### config.mk
export PLATFORM = sky130hd
export DESIGN_NAME = uart_rx_core
export DESIGN_NICKNAME = d
export VERILOG_FILES = /design/src/rtl/uart_rx_core.sv
export SDC_FILE = /design/constraint.sdc
export NUM_CORES = 1
export LEC_CHECK = 0
export BUFFER_PORTS_ARGS = -buffer_cell sky130_fd_sc_hd__buf_2
export CORE_MARGIN = 3
export CORE_UTILIZATION = 50
export DETAILED_ROUTE_END_ITERATION = 10
export GPL_TIMING_DRIVEN = 0
export MAX_ROUTING_LAYER = met4
export PLACE_DENSITY = 0.75
export SYNTH_ARGS = -nofsm -noshare
export SYNTH_HDL_FRONTEND = slang
export SYNTH_SLANG_ARGS = --single-unit
### constraint.sdc
create_clock -name clk_50M -period 6.45 [get_ports clk_50M]
set_input_delay 0.645 -clock clk_50M [delete_from_list [all_inputs] [get_ports clk_50M]]
set_output_delay 0.645 -clock clk_50M [all_outputs]
set_load 0.02 [all_outputs]
### src/rtl/uart_rx_core.sv
// -----------------------------------------------------------------------------
// uart_rx_core
//   UART receiver, 8N1, LSB first, idle-high line.
//   The asynchronous rx pin passes through a two-flop synchroniser. A falling
//   edge in IDLE starts a frame. From then on, the frame is timed by a sample
//   tick generator that produces OVERSAMPLE ticks per bit. Each bit is decided
//   by a majority vote of three samples taken around the middle of the bit.
//   A good stop bit updates rx_msg and pulses rx_complete. A low stop bit
//   pulses frame_err and the byte is discarded.
//
// Parameters
//   CLK_FREQ    system clock frequency in Hz
//   BAUD        line rate in bit/s
//   OVERSAMPLE  sample ticks per bit (>= 8, even)
//   DIV         clocks per sample tick = CLK_FREQ/(BAUD*OVERSAMPLE), truncated
//
// Ports
//   clk_50M      in   system clock, rising edge
//   rst_n        in   asynchronous reset, active low
//   rx           in   serial input, asynchronous, idle high
//   rx_msg       out  last correctly framed byte, held until the next good frame
//   rx_complete  out  one-cycle pulse when rx_msg has just been updated
//   frame_err    out  one-cycle pulse when the stop bit was voted low
//   rx_busy      out  high while a frame is being received (FSM not IDLE)
// -----------------------------------------------------------------------------
module uart_rx_core #(
   parameter int CLK_FREQ   = 50_000_000,
   parameter int BAUD       = 115200,
   parameter int OVERSAMPLE = 16
) (
   input  logic       clk_50M,
   input  logic       rst_n,
   input  logic       rx,
   output logic [7:0] rx_msg,
   output logic       rx_complete,
   output logic       frame_err,
   output logic       rx_busy
);

   localparam int DIV   = CLK_FREQ / (BAUD * OVERSAMPLE);
   localparam int DIV_W = (DIV > 1) ? $clog2(DIV) : 1;
   localparam int S_W   = $clog2(OVERSAMPLE);

   localparam logic [DIV_W-1:0] DIV_LAST = DIV_W'(DIV - 1);
   localparam logic [S_W-1:0]   S_LAST   = S_W'(OVERSAMPLE - 1);
   localparam logic [S_W-1:0]   S_SAMP0  = S_W'(OVERSAMPLE/2 - 1);
   localparam logic [S_W-1:0]   S_SAMP1  = S_W'(OVERSAMPLE/2);
   localparam logic [S_W-1:0]   S_DECIDE = S_W'(OVERSAMPLE/2 + 1);

   typedef enum logic [1:0] {
      ST_IDLE,
      ST_START,
      ST_DATA,
      ST_STOP
   } state_t;

   state_t           r_state;
   state_t           w_state_next;

   logic [1:0]       r_sync;       // [0] first stage, [1] synchronised rx_s
   logic             r_rx_prev;    // rx_s delayed one clock, for edge detect
   logic [DIV_W-1:0] r_div_cnt;
   logic [S_W-1:0]   r_s_cnt;      // index of the most recent sample tick
   logic [1:0]       r_samp;       // first two of the three mid-bit samples
   logic [2:0]       r_bit_idx;
   logic [7:0]       r_shift;
   logic [7:0]       r_rx_msg;
   logic             r_rx_complete;
   logic             r_frame_err;

   logic             w_rx_s;
   logic             w_fall;
   logic             w_tick;
   logic [S_W-1:0]   w_s_now;
   logic             w_vote;
   logic             w_decide;
   logic             w_bit_end;
   logic             w_shift_en;
   logic             w_bit_inc;
   logic             w_load_msg;
   logic             w_frame_bad;

   // ---------------------------------------------------------------------
   // Input synchroniser and falling-edge detect
   // ---------------------------------------------------------------------
   always_ff @(posedge clk_50M or negedge rst_n) begin
      if (!rst_n) begin
         r_sync    <= 2'b11;
         r_rx_prev <= 1'b1;
      end else begin
         r_sync    <= {r_sync[0], rx};
         r_rx_prev <= r_sync[1];
      end
   end

   assign w_rx_s = r_sync[1];
   assign w_fall = r_rx_prev & ~w_rx_s;

   // ---------------------------------------------------------------------
   // Sample timing
   // The start-detect moment counts as tick 0 of the start bit. Each later
   // tick advances the index. Actions are keyed on the index the tick moves
   // to (w_s_now), so the samples at OVERSAMPLE/2-1 .. OVERSAMPLE/2+1 bracket
   // the bit centre.
   // ---------------------------------------------------------------------
   assign w_tick    = (r_state != ST_IDLE) && (r_div_cnt == DIV_LAST);
   assign w_s_now   = (r_s_cnt == S_LAST) ? '0 : r_s_cnt + 1'b1;
   assign w_decide  = w_tick && (w_s_now == S_DECIDE);
   assign w_bit_end = w_tick && (w_s_now == S_LAST);

   // Majority of the two stored samples and the live third sample.
   assign w_vote = (r_samp[0] & r_samp[1]) |
                   (r_samp[0] & w_rx_s)    |
                   (r_samp[1] & w_rx_s);

   // ---------------------------------------------------------------------
   // FSM state register
   // ---------------------------------------------------------------------
   always_ff @(posedge clk_50M or negedge rst_n) begin
      if (!rst_n) begin
         r_state <= ST_IDLE;
      end else begin
         r_state <= w_state_next;
      end
   end

   // ---------------------------------------------------------------------
   // FSM next state and control strobes
   // ---------------------------------------------------------------------
   always_comb begin
      w_state_next = r_state;
      w_shift_en   = 1'b0;
      w_bit_inc    = 1'b0;
      w_load_msg   = 1'b0;
      w_frame_bad  = 1'b0;

      case (r_state)
         ST_IDLE: begin
            if (w_fall) begin
               w_state_next = ST_START;
            end
         end

         ST_START: begin
            // A start bit that votes high was a glitch: drop it silently.
            if (w_decide && w_vote) begin
               w_state_next = ST_IDLE;
            end else if (w_bit_end) begin
               w_state_next = ST_DATA;
            end
         end

         ST_DATA: begin
            if (w_decide) begin
               w_shift_en = 1'b1;
            end
            if (w_bit_end) begin
               if (r_bit_idx == 3'd7) begin
                  w_state_next = ST_STOP;
               end else begin
                  w_bit_inc = 1'b1;
               end
            end
         end

         ST_STOP: begin
            // Leave at mid-stop-bit so a back-to-back start edge is not missed.
            if (w_decide) begin
               w_state_next = ST_IDLE;
               if (w_vote) begin
                  w_load_msg = 1'b1;
               end else begin
                  w_frame_bad = 1'b1;
               end
            end
         end

         default: begin
            w_state_next = ST_IDLE;
         end
      endcase
   end

   // ---------------------------------------------------------------------
   // Datapath: tick counters, samples, shift register, outputs
   // ---------------------------------------------------------------------
   always_ff @(posedge clk_50M or negedge rst_n) begin
      if (!rst_n) begin
         r_div_cnt     <= '0;
         r_s_cnt       <= '0;
         r_samp        <= 2'b00;
         r_bit_idx     <= 3'd0;
         r_shift       <= 8'h00;
         r_rx_msg      <= 8'h00;
         r_rx_complete <= 1'b0;
         r_frame_err   <= 1'b0;
      end else begin
         r_rx_complete <= w_load_msg;
         r_frame_err   <= w_frame_bad;

         if (w_load_msg) begin
            r_rx_msg <= r_shift;
         end

         // In IDLE the counters stay at 0. The frame timing then starts
         // fresh on the clock where START is entered.
         if (r_state == ST_IDLE) begin
            r_div_cnt <= '0;
            r_s_cnt   <= '0;
         end else if (r_div_cnt == DIV_LAST) begin
            r_div_cnt <= '0;
            r_s_cnt   <= w_s_now;
         end else begin
            r_div_cnt <= r_div_cnt + 1'b1;
         end

         if (w_tick && (w_s_now == S_SAMP0)) begin
            r_samp[0] <= w_rx_s;
         end
         if (w_tick && (w_s_now == S_SAMP1)) begin
            r_samp[1] <= w_rx_s;
         end

         // LSB arrives first, so shift right: after eight bits the
         // first-received bit sits at position 0.
         if (w_shift_en) begin
            r_shift <= {w_vote, r_shift[7:1]};
         end

         if (r_state != ST_DATA) begin
            r_bit_idx <= 3'd0;
         end else if (w_bit_inc) begin
            r_bit_idx <= r_bit_idx + 1'b1;
         end
      end
   end

   assign rx_msg      = r_rx_msg;
   assign rx_complete = r_rx_complete;
   assign frame_err   = r_frame_err;
   assign rx_busy     = (r_state != ST_IDLE);

endmodule

==> results.md <==
* Status: completed
* Power density over the cells at 235 mW/mm²
* Ys async rst share at between 90% and 100%
* Worst EP arrival at 2.65 ns
* Syn nets at 151
* Die width at 64.9 µm
* Total gr overflow at 0
* Sequential Area at 930 µm²
* Largest net degree at the start of global routing at 38
* Area grow syn2layout at 10.7%
* Max transition margin at 47.4%
* Initial Utilization at between 50% and 60%
* H-tree levels at 2
* Via-to-Cell Ratio at ~5.5
* Max Cap Viol at 0
* Number of synthesized flops with an enable pin at 0
* Initial antenna violation count at 0
* Die area at 0.00421 mm²
* GRT Total Usage at between 10% and 20%
* Root Driver: clkbuf_4
* Post-synthesis xor/xnor area fraction at 3.47%
* Worst Setup SP: r_s_cnt[1]
* CTS tree: yes
* Fillers at 280
* CP Launch Type: flip-flop
* Worst hold margin at 0.364 ns
* Post-place setup slack at 4.02 ns
* Dpl hpwl at 2160 µm
* Pre-Repair DR Iteration Count at 4
* Area taken by multi-input logic gates at 766 µm²
* 1st-iter DRT viols at between 100 and 150
* Layout Nets at 171
* Synth Flop Type: dfrtp_1
* Final ANT Viol Nets at 0
* Clk buf depth at 2
* Final wirelength at 3000 µm
* Max rail drop VDD at 149 µV
* Worst Max-Slew Pin Slew at 0.789 ns
* CP endpoint kind: flip-flop
* F_max at 414 MHz
* Worst Clk Skew at 0.0126 ns
* Hold_sp: r_sync[0]
* Worst path required time at 6.68 ns
* Num CTS Buffers at 5
* RePlAce Congestion at 0.835
* Yosys warns at 0
* Setup Fix Bufs, Post-CTS at 0
* Synth Area in Compound Gates at 3.75%
* Ant. Diodes at 0
* #FFs+latches synth at 37
* Die H at 64.9 µm
* Worst skew pair latency at 0.34 ns
* Seq/Total Area, Yosys at between 50% and 60%
* Core ar. at 0.00318 mm²
* # DRC at 0
* Share of layout cells above drive strength 1 at 30.4%
* Number of global-route vias before repair at 1,185
* Setup TNS at 0 ns
* Final Max Slew Viols at 0
* Most common cell after layout, fill and taps aside: dfrtp_1
* Synth Cell Area at between 0.0015 and 0.002 mm²
* Via count at 1,133
* Commonest non-fill, non-tap cells in the layout: dfrtp_1 (34), mux2_2 (18), nand2_1 (13), buf_2 (13)
* Adder-Cell Fraction of Synth Area at roughly 6.4%
* Site Rows at 20
* Clk sink count at 37
* Largest family of logic cells by synthesized area: simple AND/OR/NAND/NOR gates
* Hold WC Path Type: reg -> reg
* Critical path class: reg -> reg
* # IOs at 14
* First-pass GRT wire length at approximately 5300 µm
* Mux cell area share after synthesis at between 10 and 15%
* Minimum clock period at 2.41 ns
* Wire per inst at 14.6 µm
* Port Buffers at 13
* CP Max Fanout at 9
* Leakage at 0.982 nW
* Final Hold Viols at 0
* Final setup vio count at 0
* CTS resizes at 0
* Fin crit share at a little under two fifths
* Hold_buf cts at 0
* Reg clk slew, reported paths at about 0.11 ns
* Post-Syn Instances at 140
* RSZ-0062 raised after global routing: false
* Average instance area after synthesis at about 12 µm²
* PnR worst setup slack at slightly above 4 ns
* Simple-gate share of the synthesized area at 16.6%
* Count of cell types in the netlist at 34
* Worst r2r src: r_s_cnt[1]
-- cell families after synthesis --
group                      Yosys count
AOI/OAI and AO/OA                   10
xor gates and xnor gates             6
adders and majority gates            9
buffers and inverters                8
DFF                                 37
muxes                               22
and+or+nand+nor                     48
-- synth_stat cells (2+ instances only) --
| cell | n | area (µm²) |
|---|---|---|
| ha_1 | 8 | 100 |
| nand3_1 | 6 | 30.0 |
| nor3_1 | 3 | 15.0 |
| nand2_1 | 13 | 48.8 |
| mux2i_1 | 4 | 40.0 |
| xor2_1 | 4 | 35.0 |
| nor2b_1 | 2 | 12.5 |
| o211ai_1 | 2 | 15.0 |
| nand4_2 | 2 | 25.0 |
| dfstp_2 | 3 | 78.8 |
| o21ai_0 | 3 | 15.0 |
| a21oi_1 | 3 | 15.0 |
| mux2_2 | 18 | 203 |
| nand2b_1 | 2 | 12.5 |
| inv_1 | 4 | 15.0 |
| dfrtp_1 | 34 | 851 |
| nand4_1 | 3 | 18.8 |
| nor2_1 | 8 | 30.0 |
| clkbuf_1 | 3 | 11.3 |
-- where the power goes --
part	internal (W)	switching (W)	total (W)	leakage [nW]
clock	0.0000532	0.0000790	0.000132	0.0382
sequential	0.000250	0.0000169	0.000266	0.496
combinational	0.0000215	0.0000309	0.0000524	0.448
-- critical path, stage by stage (launching register included) --
cell,delay [ns]
dfrtp_1,0.47
ha_1,0.30
or2b_1,0.26
o211a_1,0.27
nor4b_4,0.60
mux2_2,0.41
-- state kept, by name, indices dropped and copies added (netlist names), named ones only --
| name | cells |
|---|---|
| frame_err | 1 |
| r_bit_idx | 3 |
| r_div_cnt | 5 |
| r_rx_prev | 1 |
| r_s_cnt | 4 |
| r_samp | 2 |
| r_shift | 8 |
| r_state | 1 |
| r_sync | 2 |
| rx_complete | 1 |
| rx_msg | 8 |
-- routing by layer --
layer | track usage [%] | vias up | wire (µm)
li1 | - | 536 | -
met4 | 5.80 | 0 | 10
met1 | 19.3 | 570 | 1270
met2 | 28.6 | 25 | 1570
met3 | 4.68 | 2 | 144
met5 | - | - | 0
-- area by class of cell --
type	count	share of cell area [%]
flip-flops and latches	37	48.5
plain buffers	4	1.17
clock inverters	2	0.718
inverters	4	0.783
repair buffers	13	3.39
clock buffers	6	2.67
well taps	44	2.87
multi-input cells	95	39.9
-- per-stage QoR --
step                      std cells  instance area [µm²]  util, %  total power (W)
after global routing            205                 1920     60.4         0.000478
after CTS                       205                 1920     60.4         0.000459
final                           205                 1920     60.4         0.000451
after floorplan                 140                 1730        -         0.000306
after detailed placement        197                 1850     58.3         0.000325
after global placement          197                 1850     58.3         0.000319
-- path summary, 6_finish.rpt --
kind / endpoint / slack (ns) / cells after the start
worst min register to register: r_sync[1] / 0.36 / 0
min in group asynchronous: r_s_cnt[3] / 0.37 / 1
worst max-delay path: rx_msg[3] / 4.04 / 5
max in group asynchronous: rx_msg[6] / 5.57 / 1
worst min-delay path: r_sync[1] / 0.36 / 0
worst max register to register: rx_msg[3] / 4.04 / 5
No activity file was read; power rests on OpenSTA's default activity.
